`src/rtl/bcd_conv_ctrl.sv`:
```
// bcd_conv_ctrl: sequential double-dabble binary-to-BCD converter (WIDTH shift cycles per operand).
// Optional 7-segment output enabled by macro BCD_SEG7_EN.
module bcd_conv_ctrl #(
  parameter int WIDTH  = 8,
  parameter int DIGITS = 3
) (
  input  logic                  clk,
  input  logic                  rst_n,
  input  logic                  start,
  input  logic [WIDTH-1:0]      bin_in,
  output logic                  busy,
  output logic                  done,
  output logic [4*DIGITS-1:0]   bcd_out
`ifdef BCD_SEG7_EN
  ,
  output logic [7*DIGITS-1:0]   seg_out
`endif
);
  localparam int CW = $clog2(WIDTH + 1);
  typedef enum logic [1:0] {IDLE, SHIFT, DONE} state_t;
  state_t state, next;
  logic [CW-1:0] cnt;
  logic [4*DIGITS-1:0] acc, adj;
  logic [WIDTH-1:0] sr;
  logic accept, last;
  // busy and done are registered from the state, so the IDLE cycle right after DONE still reads busy
  assign accept = state == IDLE && !busy && start;
  assign last = cnt == CW'(WIDTH - 1);
  always_comb begin
    next = state == IDLE  ? (accept ? SHIFT : IDLE) :
           state == SHIFT ? (last ? DONE : SHIFT) : IDLE;
  end
  always_comb begin
    adj = acc;
    for (int d = 0; d < DIGITS; d++)
      adj[4*d+:4] = acc[4*d+:4] >= 4'd5 ? acc[4*d+:4] + 4'd3 : acc[4*d+:4];
  end
  always_ff @(posedge clk) begin
    if (!rst_n) begin
      state   <= IDLE;
      busy    <= 1'b0;
      done    <= 1'b0;
      bcd_out <= '0;
      cnt     <= '0;
      acc     <= '0;
      sr      <= '0;
    end else begin
      state <= next;
      busy  <= state != IDLE;
      done  <= state == DONE;
      if (accept) begin
        sr  <= bin_in;
        acc <= '0;
        cnt <= '0;
      end else if (state == SHIFT) begin
        {acc, sr} <= {adj[4*DIGITS-2:0], sr, 1'b0};
        cnt       <= cnt + 1'b1;
      end
      if (state == DONE) bcd_out <= acc;
    end
  end
  for (genvar g = 0; g < DIGITS; g++) begin : g_chk
    always_ff @(posedge clk)
      if (rst_n && state == SHIFT) assert (acc[4*g+:4] <= 4'd9);
  end
`ifdef BCD_SEG7_EN
  function automatic logic [6:0] seg7(input logic [3:0] d);
    case (d)
      4'd0: seg7 = 7'b1000000;
      4'd1: seg7 = 7'b1111001;
      4'd2: seg7 = 7'b0100100;
      4'd3: seg7 = 7'b0110000;
      4'd4: seg7 = 7'b0011001;
      4'd5: seg7 = 7'b0010010;
      4'd6: seg7 = 7'b0000010;
      4'd7: seg7 = 7'b1111000;
      4'd8: seg7 = 7'b0000000;
      4'd9: seg7 = 7'b0010000;
      default: seg7 = 7'b1111111;
    endcase
  endfunction
  always_ff @(posedge clk) begin
    if (!rst_n) seg_out <= '1;
    else if (state == DONE)
      for (int d = 0; d < DIGITS; d++) seg_out[7*d+:7] <= seg7(acc[4*d+:4]);
  end
`endif
endmodule

```
`config.mk`:
```
export PLATFORM = sky130hd
export DESIGN_NAME = bcd_conv_ctrl
export DESIGN_NICKNAME = d
export VERILOG_FILES = /design/src/rtl/bcd_conv_ctrl.sv
export SDC_FILE = /design/constraint.sdc
export NUM_CORES = 1
export LEC_CHECK = 0
export ABC_AREA = 0
export CAP_MARGIN = 20
export CORE_ASPECT_RATIO = 1.4
export CORE_MARGIN = 1
export CORE_UTILIZATION = 50
export CTS_CLUSTER_DIAMETER = 60
export DETAILED_ROUTE_END_ITERATION = 7
export HOLD_SLACK_MARGIN = 0.1
export PLACE_DENSITY = 0.85
export SLEW_MARGIN = 20
export SYNTH_ARGS = -nofsm -noshare
export SYNTH_HDL_FRONTEND = slang
export SYNTH_SLANG_ARGS = --single-unit
```
`constraint.sdc`:
```
create_clock -name clk -period 2.4 [get_ports clk]
set_input_delay 0.36 -clock clk [delete_from_list [all_inputs] [get_ports clk]]
set_output_delay 0.36 -clock clk [all_outputs]
set_load 0.005 [all_outputs]
```
# ---- Yosys cells after proc, flatten, opt, wreduce, memory -nomap -nowiden
# Cells that the tools add are included.
dict set report word_totals {
  ff_bits 40
  inputBits 11
  output_inout_bits 14
  wordCells 34
}
dict set report classes {
  add_sub_neg 4
  order_cmp 3
  eq_ne 3
  muxes 9
  bitwise_logic 1
  n_reduce_logical 7
}
# op count
set ops {}
lappend ops {{two-way mux 8 bit} 2}
lappend ops {{greater-or-equal comparator 4 x 3 -> 1 bit (second input constant)} 3}
lappend ops {{adder 4 x 2 -> 4 bit (second input constant)} 2}
lappend ops {{two-way mux 4 bit} 2}
lappend ops {{two-way mux 2 bit} 3}
lappend ops {{adder 4 x 1 -> 4 bit (second input constant)} 1}
lappend ops {{== test 4 x 3 -> 1 bit (second input constant)} 1}
lappend ops {{nonzero test 2 bit} 2}
lappend ops {{adder 3 x 2 -> 3 bit (second input constant)} 1}
lappend ops {{two-way mux 3 bit} 1}
lappend ops {{== test 2 x 1 -> 1 bit (second input constant)} 1}
lappend ops {{== test 2 bit (second input constant)} 1}
lappend ops {{logical AND 1 bit} 2}
lappend ops {{zero test 2 bit} 1}
lappend ops {{OR reduction 2 bit} 1}
lappend ops {{zero test 1 bit} 1}
lappend ops {{two-way mux 1 bit} 1}
lappend ops {{inverter 1 bit} 1}

# ---- Depth between registers and ports, before layout
dict set report logic_depth {
  word_depth 5
  depth_mapped 6
  mapped_depth_nobuf 6
}

# ---- Least setup slack after synthesis
# Ideal clock, no wire load.
dict set report synth_path {
  path_kind {register to register}
  from {register acc[4]}
  to {register acc[6]}
  setup_time_ns 0.069
  t_arrival_ns 1.430
  required_time_ns 2.331
  path_slack_ns 0.901
  stages_incl_launch_ff 7
  path_buffers 0
  synth_period_minus_slack_ns 1.499
  path_cell_list {dfxtp_1 > inv_1 > ha_1 > or2b_1 > a21oi_1 > mux2_2 > o21ai_1}
}
dict set report synth_between {
  elab_chain_len 2
  word_cells_on_any_way 3
  cone_classes {add/sub: 1; order compare: 1; mux: 1}
}
# item line_no
set synth_rtl {}
lappend synth_rtl {{start, declared} 23} ;# logic [4*DIGITS-1:0] acc, adj;
lappend synth_rtl {{start signal, assigned} 56} ;# {acc, sr} <= {adj[4*DIGITS-2:0], sr, 1'b0};
lappend synth_rtl {{adder 4 x 2 -> 4 bit or greater-or-equal comparator 4 x 3 -> 1 bit (tied branches)} 36} ;# adj[4*d+:4] = acc[4*d+:4] >= 4'd5 ? acc[4*d+:4] + 4'd3 : acc[4*d+:4];
lappend synth_rtl {{two-way mux 4 bit (*)} 36}
# Every way passes the cells marked *; elsewhere a longest branch is shown, timed or not.
# A chain may end at the register's enable or synchronous reset.

# ---- Worst setup path after layout
dict set report layout_path {
  from {register acc[4]}
  to {register acc[5]}
}
# Same word-level chain as after synthesis.

==> reports/qor.json <==
{
  "timing": {
    "grt_setup_unrepaired": "no",
    "layout_worst_path_cycle_share": 0.697,
    "finalCriticalPeriod_ps": 1670,
    "fmaxAchievable_ghz": 0.598,
    "timing.final.setup_violations": 0,
    "report.final.hold_viol_count": 0,
    "tns_ps": 0,
    "tightest_slew_ps": 489,
    "slew_hr": 0.674,
    "fin_worst_skew_ps": 9.40,
    "final_max_tran_viols": 0,
    "holdWs_ps": 454
  },
  "worst_setup_path": {
    "cpMaxStageDelayCell": "a2111oi_0",
    "path_class": "reg -> reg",
    "crit_path_start_kind": "flip-flop",
    "path_max_fanout": 5,
    "critPathTopFamily": "compound AO/OA/AOI/OAI gates",
    "reg2reg_setup_slack_ps": 730,
    "worst_ep_arrival_time_ps": 1910,
    "reg2reg_to": "acc[5]",
    "critical_path.reg2reg.startpoint": "acc[4]",
    "max_stage_delay_ps": 420,
    "cp_data_required_time_ps": 2640,
    "path_cells": "inv_1 > ha_1 > or2b_1 > a2111oi_0 > a41oi_1 > a21oi_1",
    "critical_path.n_buffers_inverters": 1,
    "worstSetupEndpointType": "flip-flop",
    "worst-r2r-cell-count": 6
  },
  "logic_synthesis": {
    "synth_async_sr_flop_share": 0,
    "syn-cell-area_mm2": 0.00178,
    "synth_enable_flop_cells": 0,
    "synth.yosys.warnings": 0,
    "yosys.area.top_type": "dfxtp_1",
    "yosys_most_used_dff": "dfxtp_1",
    "synth.lib_cells_used.distinct": 35,
    "synthTopCellsByArea": "dfxtp_1 45%, nand2_1 8.2%, a21boi_0 5.1%",
    "synth_fp_nets": 220,
    "synth.avg_cell_area_um2": 8.80,
    "synth_most_common_cell": "dfxtp_1",
    "synthesis.instances": 202,
    "synth_largest_type_area_fraction": 0.450,
    "synth_seq_area_share": 0.450,
    "synth_seq_cells": 40,
    "netlist_top_cells_count": "40 x dfxtp_1, 39 x nand2_1, 12 x a21boi_0, 11 x a21oi_1, 9 x nor2_1"
  },
  "drt": {
    "wl_per_cell_um": 13.2,
    "route.antenna.remaining_nets": 0,
    "routed_via_density": 5.50,
    "initialDrtViolationCount": 43,
    "vias": 1480,
    "post-route-drc-count": 0,
    "firstDrtPassIters": 4,
    "postRouteWirelength_um": 3550
  },
  "clock_network": {
    "ctsHoldBuffers": 0,
    "clock_tree_root": "clkbuf_8",
    "clockBufferDepth": 2,
    "number_of_sinks_on_the_clock_net": 40,
    "worst_skew_pair.late_latency_ps": 300,
    "cts.htree.levels": 2,
    "tritoncts": "yes",
    "path_clk_slew_ps": 80,
    "cts_resized": 0,
    "cts_buffers": 5,
    "post-cts-setup-buffer-count": 0
  },
  "floorplanning": {
    "die_width_um": 52.4,
    "height_of_the_die_um": 72.6,
    "floorplan.initialDensity": 0.526,
    "die-area_mm2": 0.00380,
    "core_region_area_mm2": 0.00338,
    "ios": 25,
    "placement_rows": 25
  },
  "run_status": {
    "outcome": "finished clean"
  },
  "min_path": {
    "min_to": "acc[0]",
    "holdCritPathClass": "reg -> reg",
    "hold_path.startpoint": "sr[7]",
    "hold_depth": 2
  },
  "global_routing": {
    "wire_length_of_the_first_global_routing_pass_um": 6140,
    "grt_start_max_net_pins": 17,
    "first_global_vias": 1376,
    "total_routing_usage_gr": 0.221,
    "grt_antenna_before_repair": 0,
    "grt.overflow.total": 0
  },
  "pwr": {
    "ir_worst_vdd_mv": 0.424,
    "power.density_mw_per_mm2": 606,
    "leak_nw": 0.728
  },
  "final_layout": {
    "antenna_cells_inserted": 0,
    "fraction_of_final_layout_cells_sized_beyond_drive_strength_1": 0.0786,
    "ff_latch_area_um2": 801,
    "fillCellCount": 317,
    "nets": 246,
    "multi_input_comb_area_um2": 892,
    "syn2layout_area_growth_pct": 20.6
  },
  "place": {
    "dp_hpwl_um": 2490,
    "portBuffers": 24,
    "final_weighted_congestion_of_routability_driven_global_placement": 0.829
  },
  "flow_run": {
    "drv.max_cap_violation_count": 0
  }
}
-- kinds of logic (layout without fill, tap and decap cells) --
family                     after synthesis  after routing  share of synthesized area
and+or+nand+nor                         74             74                      0.199
muxes                                    3              3                     0.0190
AOI/OAI and AO/OA                       58             58                      0.220
buffers and inverters                   17             44                     0.0478
DFF                                     40             40                      0.450
xor gates and xnor gates                 3              3                     0.0148
adders and majority gates                7              7                     0.0493
-- stage by stage --
step	setup WS (ps)	total power [mW]	area, µm²	std cells	util
6_report	728	1.30	2140	269	0.635
5_1_grt	618	1.35	2140	269	0.635
4_1_cts	724	1.31	2140	269	0.635
3_5_place_dp	518	0.837	2050	261	0.607
3_3_place_gp	551	0.834	2050	261	0.607
2_1_floorplan	901	0.796	1780	202	-
-- tightest hold or removal path, stage by stage (launching register included) --
cell and delay (ps):
dfxtp_1 310, nand2_1 50, a21oi_1 50
-- area by class of cell --
type | count | area share
multi-input cells | 145 | 0.416
flip-flops and latches | 40 | 0.373
repair buffers | 30 | 0.133
clock buffers | 7 | 0.0403
well taps | 40 | 0.0233
inverters | 6 | 0.0105
clock inverters | 1 | 0.00350
-- how the worst max path moves through the flow --
stage | start | end | slack (ps) | cells after the start
after floorplan | acc[4] | acc[6] | 900 | 6
after global placement | start | acc[4] | 550 | 4
after detailed placement | start | cnt[3] | 520 | 4
after CTS | acc[4] | acc[5] | 720 | 6
after global routing | acc[4] | acc[5] | 620 | 6
final | acc[4] | acc[5] | 730 | 6
-- power by group --
part | internal [mW] | total [mW] | switching [mW] | leakage, nW
combinational | 0.0576 | 0.128 | 0.0706 | 0.360
sequential | 0.681 | 0.694 | 0.0135 | 0.324
clock | 0.234 | 0.478 | 0.244 | 0.0445
total | 0.972 | 1.30 | 0.328 | 0.728
-- registers in the layout (all words and copies together) (netlist names) --
name	flops
bcd_out	12
cnt	4
acc	12
busy	1
done	1
state	2
sr	8
-- routing by layer --
layer | track usage | share of wire | vias up
li1 | - | - | 757
met1 | 0.258 | 0.43 | 680
met2 | 0.364 | 0.50 | 37
met3 | 0.0629 | 0.042 | 6
met4 | 0.105 | 0.023 | 0
met5 | 0 | 0 | -
-- cell usage in the layout (no fill, tap or decap), types with 3 or more instances in the layout --
cell type         n
a211oi_1          4
a21boi_0         12
a21boi_1          8
a21oi_1          11
a22oi_1           7
buf_4             6
clkbuf_8          6
clkdlybuf4s50_1  24
dfxtp_1          40
ha_1              7
inv_1             6
mux2_2            3
nand2_1          39
nand2b_1          4
nand3_1           8
nor2_1            9
nor2b_1           3
o21ai_0           7
No activity file was read; power rests on OpenSTA's default activity.
